$ cat src/rtl/online_ccm_pkg.sv
// Shared types and helpers for the sequential online constant-coefficient multiplier.
// Digits are {p,n} pairs; the value of digit i is (p-n)*2^i.
package online_ccm_pkg;

    localparam int DIGIT_W    = 2;
    localparam int MAX_DIGITS = 32;

    typedef logic [DIGIT_W*MAX_DIGITS-1:0] dvec_t;

    typedef enum logic [1:0] {
        IDLE = 2'd0,
        RUN  = 2'd1,
        DONE = 2'd2
    } state_e;

    function automatic int dig_bits(input int n);
        return DIGIT_W * n;
    endfunction

    // Negating a redundant number is just exchanging p and n in every digit.
    function automatic dvec_t digit_swap(input dvec_t v);
        dvec_t r;
        for (int i = 0; i < MAX_DIGITS; i++) begin
            r[DIGIT_W*i +: DIGIT_W] = {v[DIGIT_W*i], v[DIGIT_W*i+1]};
        end
        return r;
    endfunction

endpackage

$ cat src/rtl/online_adder.sv
// Carry-free signed-digit adder: z = a + b + cin, one extra transfer digit on top.
// The transfer out of each position is chosen from the sign of the position below.
module online_adder
    import online_ccm_pkg::*;
#(
    parameter int N = 14
) (
    input  logic [dig_bits(N)-1:0]   a,
    input  logic [dig_bits(N)-1:0]   b,
    input  logic                     cin,
    output logic [dig_bits(N+1)-1:0] z
);

    logic signed [2:0] s_v;
    logic signed [2:0] t_v;
    logic signed [2:0] w_v;
    logic signed [2:0] t_prev;
    logic              lo_nonneg;

    function automatic logic signed [2:0] dval(input logic [1:0] d);
        return $signed({2'b00, d[1]}) - $signed({2'b00, d[0]});
    endfunction

    function automatic logic [1:0] denc(input logic signed [2:0] v);
        logic [1:0] r;
        case (v)
            3'b001:  r = 2'b10;
            3'b111:  r = 2'b01;
            default: r = 2'b00;
        endcase
        return r;
    endfunction

    always_comb begin
        z         = '0;
        s_v       = '0;
        t_v       = '0;
        w_v       = '0;
        t_prev    = $signed({2'b00, cin});
        lo_nonneg = 1'b1;
        for (int i = 0; i < N; i++) begin
            s_v = dval(a[2*i +: 2]) + dval(b[2*i +: 2]);
            t_v = '0;
            w_v = '0;
            // Pick w so that w + incoming transfer stays within {-1,0,1}.
            case (s_v)
                3'b010: t_v = 3'sd1;
                3'b110: t_v = -3'sd1;
                3'b001: begin
                    if (lo_nonneg) begin
                        t_v = 3'sd1;
                        w_v = -3'sd1;
                    end else begin
                        w_v = 3'sd1;
                    end
                end
                3'b111: begin
                    if (lo_nonneg) begin
                        w_v = -3'sd1;
                    end else begin
                        t_v = -3'sd1;
                        w_v = 3'sd1;
                    end
                end
                default: ;
            endcase
            z[2*i +: 2] = denc(w_v + t_prev);
            t_prev      = t_v;
            lo_nonneg   = ~s_v[2];
        end
        z[2*N +: 2] = denc(t_prev);
    end

endmodule

$ cat src/rtl/online_ccm_seq.sv
// Sequential online multiplier: y = (neg ? -1 : 1) * coef * x, one adder reused
// LSB-first over the coefficient bits, stopping after the highest set bit.
module online_ccm_seq
    import online_ccm_pkg::*;
#(
    parameter int STAGE = 4,
    parameter int CW    = 8
) (
    input  logic                              clk,
    input  logic                              rst_n,
    input  logic                              in_valid,
    output logic                              in_ready,
    input  logic [dig_bits(STAGE)-1:0]        x,
    input  logic [CW-1:0]                     coef,
    input  logic                              neg,
    output logic                              out_valid,
    input  logic                              out_ready,
    output logic [dig_bits(STAGE+CW+2)-1:0]   y,
    output logic                              busy
);

    localparam int N  = STAGE + CW + 2;
    localparam int XW = dig_bits(N);

    state_e          state_q, state_d;
    logic [XW-1:0]   acc_q, acc_d;
    logic [XW-1:0]   xs_q, xs_d;
    logic [CW-1:0]   cs_q, cs_d;
    logic            neg_q, neg_d;
    logic [XW-1:0]   y_q, y_d;

    logic [XW-1:0]   addend;
    logic [XW+1:0]   z_w;
    logic [XW-1:0]   z_lo;

    assign addend = cs_q[0] ? xs_q : '0;
    assign z_lo   = z_w[XW-1:0];

    online_adder #(.N(N)) u_adder (
        .a   (acc_q),
        .b   (addend),
        .cin (1'b0),
        .z   (z_w)
    );

    always_comb begin
        state_d = state_q;
        acc_d   = acc_q;
        xs_d    = xs_q;
        cs_d    = cs_q;
        neg_d   = neg_q;
        y_d     = y_q;
        case (state_q)
            IDLE: begin
                if (in_valid) begin
                    xs_d  = XW'(x);
                    cs_d  = coef;
                    acc_d = '0;
                    neg_d = neg;
                    if (coef == '0) begin
                        state_d = DONE;
                        y_d     = '0;
                    end else begin
                        state_d = RUN;
                    end
                end
            end
            RUN: begin
                acc_d = z_lo;
                xs_d  = xs_q << DIGIT_W;
                cs_d  = cs_q >> 1;
                // No higher coefficient bits left: this add is the last one.
                if (cs_q[CW-1:1] == '0) begin
                    state_d = DONE;
                    y_d     = neg_q ? XW'(digit_swap(dvec_t'(z_lo))) : z_lo;
                end
            end
            DONE: begin
                if (out_ready) begin
                    state_d = IDLE;
                end
            end
            default: state_d = IDLE;
        endcase
    end

    always_ff @(posedge clk or negedge rst_n) begin
        if (!rst_n) begin
            state_q <= IDLE;
            acc_q   <= '0;
            xs_q    <= '0;
            cs_q    <= '0;
            neg_q   <= 1'b0;
            y_q     <= '0;
        end else begin
            state_q <= state_d;
            acc_q   <= acc_d;
            xs_q    <= xs_d;
            cs_q    <= cs_d;
            neg_q   <= neg_d;
            y_q     <= y_d;
        end
    end

    assign in_ready  = (state_q == IDLE);
    assign out_valid = (state_q == DONE);
    assign busy      = (state_q != IDLE);
    assign y         = y_q;

    // |coef*x| < 2^(STAGE+CW) keeps the two guard digits clear, so the dropped
    // transfer digit must never carry anything.
    a_transfer_zero: assert property (@(posedge clk) disable iff (!rst_n)
        (state_q == RUN) |-> (z_w[XW+1:XW] == 2'b00));

    a_guard_zero: assert property (@(posedge clk) disable iff (!rst_n)
        (state_q == RUN) |-> (acc_q[XW-1:XW-4] == 4'b0 && addend[XW-1:XW-4] == 4'b0));

endmodule
$ cat config.mk
export PLATFORM = sky130hd
export DESIGN_NAME = online_ccm_seq
export DESIGN_NICKNAME = d
export VERILOG_FILES = /design/src/rtl/online_ccm_pkg.sv /design/src/rtl/online_adder.sv /design/src/rtl/online_ccm_seq.sv
export SDC_FILE = /design/constraint.sdc
export NUM_CORES = 1
export LEC_CHECK = 0
export ABC_AREA = 1
export CORE_MARGIN = 2
export CORE_UTILIZATION = 55
export CTS_CLUSTER_DIAMETER = 200
export DETAILED_ROUTE_END_ITERATION = 16
export DONT_BUFFER_PORTS = 1
export PLACE_DENSITY = 0.7
export SYNTH_ARGS = -nofsm -noshare
export SYNTH_HDL_FRONTEND = slang
export SYNTH_SLANG_ARGS = --single-unit
$ cat constraint.sdc
create_clock -name clk -period 4.3 [get_ports clk]
set_clock_uncertainty 0.15 [all_clocks]
set_input_delay 0.645 -clock clk [delete_from_list [all_inputs] [get_ports clk]]
set_output_delay 0.645 -clock clk [all_outputs]
set_load 0.01 [all_outputs]
==> key figures <==
Outcome
  • Status: finished, final reports clean

Yosys
  • Multiplexer area fraction after synthesis: 0%
  • Mean post-synth cell area: 7.56 um2
  • Post-synth cell types: 29
  • Netlist Area Pre-Place: 6700 um2
  • Top FF cell, synth: dfrtp_1
  • Synth Area in Compound Gates: under 10%
  • Post-synth top area share: between 30% and 40%
  • EDFF count, synth: 0
  • Synth Area in XOR/XNOR: less than 1%
  • Syn_nets: a little under 1000
  • Post-Synth Adder-Cell Area: between 10% and 20%
  • Syn. warnings: 0
  • Post-Syn Instances: 886
  • Share of synthesized registers carrying an async set or reset: 100%
  • Synth Area in Simple Gates: roughly a quarter
  • Synth area leader: dfrtp_1
  • Post-synthesis sequential area ratio: 35.1%
  • Synthesized flop and latch total: 94
  • Ranking of synthesized cells by area: dfrtp_1 35%, nand2_1 14%, inv_1 10%
  • Largest family of logic cells by synthesized area: simple AND/OR/NAND/NOR gates

Timing
  • Maximum clock rate: 270 MHz
  • RSZ-0062 raised after global routing: false
  • Final setup vio count: 0
  • Worst Tran Pin Value: 1.04 ns
  • Final period demand of the worst path: between 3 and 4 ns
  • Period utilization: 86.1%
  • Final Max Slew Viols: 0
  • Worst slew margin: 30.9%
  • Setup TNS: 0 ns
  • Final hold vios: 0
  • Fin Hold WS: roughly 0.04 ns

Global routing
  • Initial antenna violation count: 0
  • Largest net degree at the start of global routing: 95
  • GRT Residual Overflow: 0
  • Total GRT Usage: 23.7%
  • First-pass GRT wire length: around 25 mm
  • Vias in the first global route: roughly 5500

Cells and area
  • Design Area, Final: ~7000 um2
  • Commonest non-fill, non-tap cell in the layout: nand2_1
  • # fillers: 1079
  • Area of the multi-input gates: approximately 3400 um2
  • Area grow syn2layout: 4.71%
  • Share of cells above drive strength 1: under 10%
  • Sequential Area: around 2400 um2
  • Final-stage net count: just under 1000
  • Ant. Diodes: 0
  • Most frequent cells in the layout: 247 x nand2_1, 181 x inv_1, 94 x dfrtp_1, 70 x nand3_1, 51 x ha_1

Worst setup path
  • Crit. End Element: flip-flop
  • RR Endpoint: y[14]$_DFFE_PN0P_
  • Crit path arrival time: approximately 3.8 ns
  • R2R cell count: 17
  • Critical Path Source Type: flip-flop
  • Setup CP Type: reg2reg
  • R2r startpoint: cs_q[0]$_DFFE_PN0P_
  • Worst path required time: between 4 and 5 ns
  • Reg2reg setup slack: 0.60 ns
  • CP max FO: 28

CTS
  • Clock Path Buffers: 2
  • Clock transition at path regs: 0.06 ns
  • CTS resizes: 0
  • CTS tree: built
  • H-Tree Depth: 3
  • Clk_lat worst skew: ~0.35 ns
  • Root buffer cell: clkbuf_16
  • CTS buffer count: 9
  • Clock tree sinks: 94

Min path
  • Worst Hold Class: in2async

Die
  • Initial Utilization: between 50% and 60%
  • Die X: around 110 um
  • Core area: ~12000 um2
  • Die height: roughly 110 um
  • Io pins: between 50 and 60
  • Row count: 40
  • Area of the die: roughly 13000 um2

Placed design
  • Placed Instance Area: around 6700 um2
  • Port Buffer Count: 0
  • GPL Wtd Cong: 0.808
  • DP HPWL: 9.73 mm

Routing
  • DRT Pass-1 Iters: 5
  • Vias per cell: approximately 5.4
  • DR iter-0 viols: between 300 and 400
  • Via count: 5483
  • Post-DRT Antenna Nets: 0
  • Detailed-route wire length: 14.1 mm
  • DR WL/cell: 13.9 um
  • DRC errors left: 0

Flow run
  • Max cap viols: 0
## area by class of cell
cell class | count | area share (%)
sequential | 94 | 33.5
clock buffer | 12 | 3.52
timing repair buffer | 6 | 0.928
tap | 147 | 2.62
inverter | 184 | 9.85
multi-input combinational | 572 | 48.9
clock inverter | 3 | 0.642
## routing by layer
layer  vias up  routed length, um  track usage [%]
met3        30                618             3.97
met1      2597               6220             29.2
met2       141               6890             40.9
li1       2715                  -                -
met5         -                  0                0
met4         0                395             10.6
## cells by family after synthesis
kind of cell,count (synthesis)
AOI/OAI and AO/OA,97
xor gates and xnor gates,4
adders and majority gates,78
buffers and inverters,220
DFF,94
and+or+nand+nor,393
## synthesized netlist by cell type, types with 3 or more instances
| cell type | number |
|---|---|
| buf_2 | 15 |
| nor2_4 | 3 |
| o211ai_1 | 7 |
| nor2_1 | 48 |
| xnor2_1 | 4 |
| inv_1 | 181 |
| clkbuf_1 | 7 |
| nand3_1 | 70 |
| inv_2 | 3 |
| dfrtp_1 | 94 |
| nor3_1 | 4 |
| nand2_1 | 247 |
| o21ai_0 | 40 |
| buf_6 | 7 |
| a21oi_1 | 7 |
| buf_4 | 5 |
| o22ai_1 | 36 |
| o21a_1 | 4 |
| and3_1 | 11 |
| fa_1 | 27 |
| ha_1 | 51 |
| nand2_2 | 3 |
| or2_2 | 3 |
## repair_timing
action | in CTS | in global routing
buffers inserted | 0 | 0
hold buffers | 1 | 0
setup endpoints to repair | 0 | 0
hold endpoints to repair | 94 | 0
## state kept, by name, summed over array words and instances (netlist names)
register / flops
xs_q: 28
y: 28
acc_q: 27
cs_q: 8
state_q: 2
neg_q: 1
## stage by stage
step                worst slack [ns]  utilization, %  std cells
finish                         0.598            58.6       1018
global route                   0.323            58.6       1018
CTS                            0.595            58.6       1018
detailed placement             0.607            56.0       1002
global placement               0.713            56.0       1002
floorplan                      0.673               -        886
## worst max-delay path, cell delays in order (launching register included)
cell and delay, ns:
dfrtp_1 0.32, buf_4 0.29, nand2_1 0.10, ha_1 0.28
inv_1 0.04, ha_1 0.20, fa_1 0.48, or2_2 0.34
o21ai_0 0.16, ha_1 0.16, inv_1 0.05, fa_1 0.49
inv_1 0.04, nand3_1 0.09, nand2_1 0.07, and3_1 0.18
nand3_1 0.07, nand2_1 0.06
## worst max-delay path by stage
stage	to	start	cells past startpoint	slack (ns)
floorplan	y[14]$_DFFE_PN0P_	cs_q[0]$_DFFE_PN0P_	18	0.67
global placement	y[14]$_DFFE_PN0P_	cs_q[0]$_DFFE_PN0P_	17	0.71
detailed placement	y[14]$_DFFE_PN0P_	cs_q[0]$_DFFE_PN0P_	17	0.61
CTS	y[7]$_DFFE_PN0P_	cs_q[0]$_DFFE_PN0P_	19	0.60
global route	y[4]$_DFFE_PN0P_	cs_q[0]$_DFFE_PN0P_	19	0.32
finish	y[14]$_DFFE_PN0P_	cs_q[0]$_DFFE_PN0P_	17	0.60
Power is left out: the tool's default activity adds up to more than one toggle a clock period on the data nets, which glitch-free logic cannot reach.
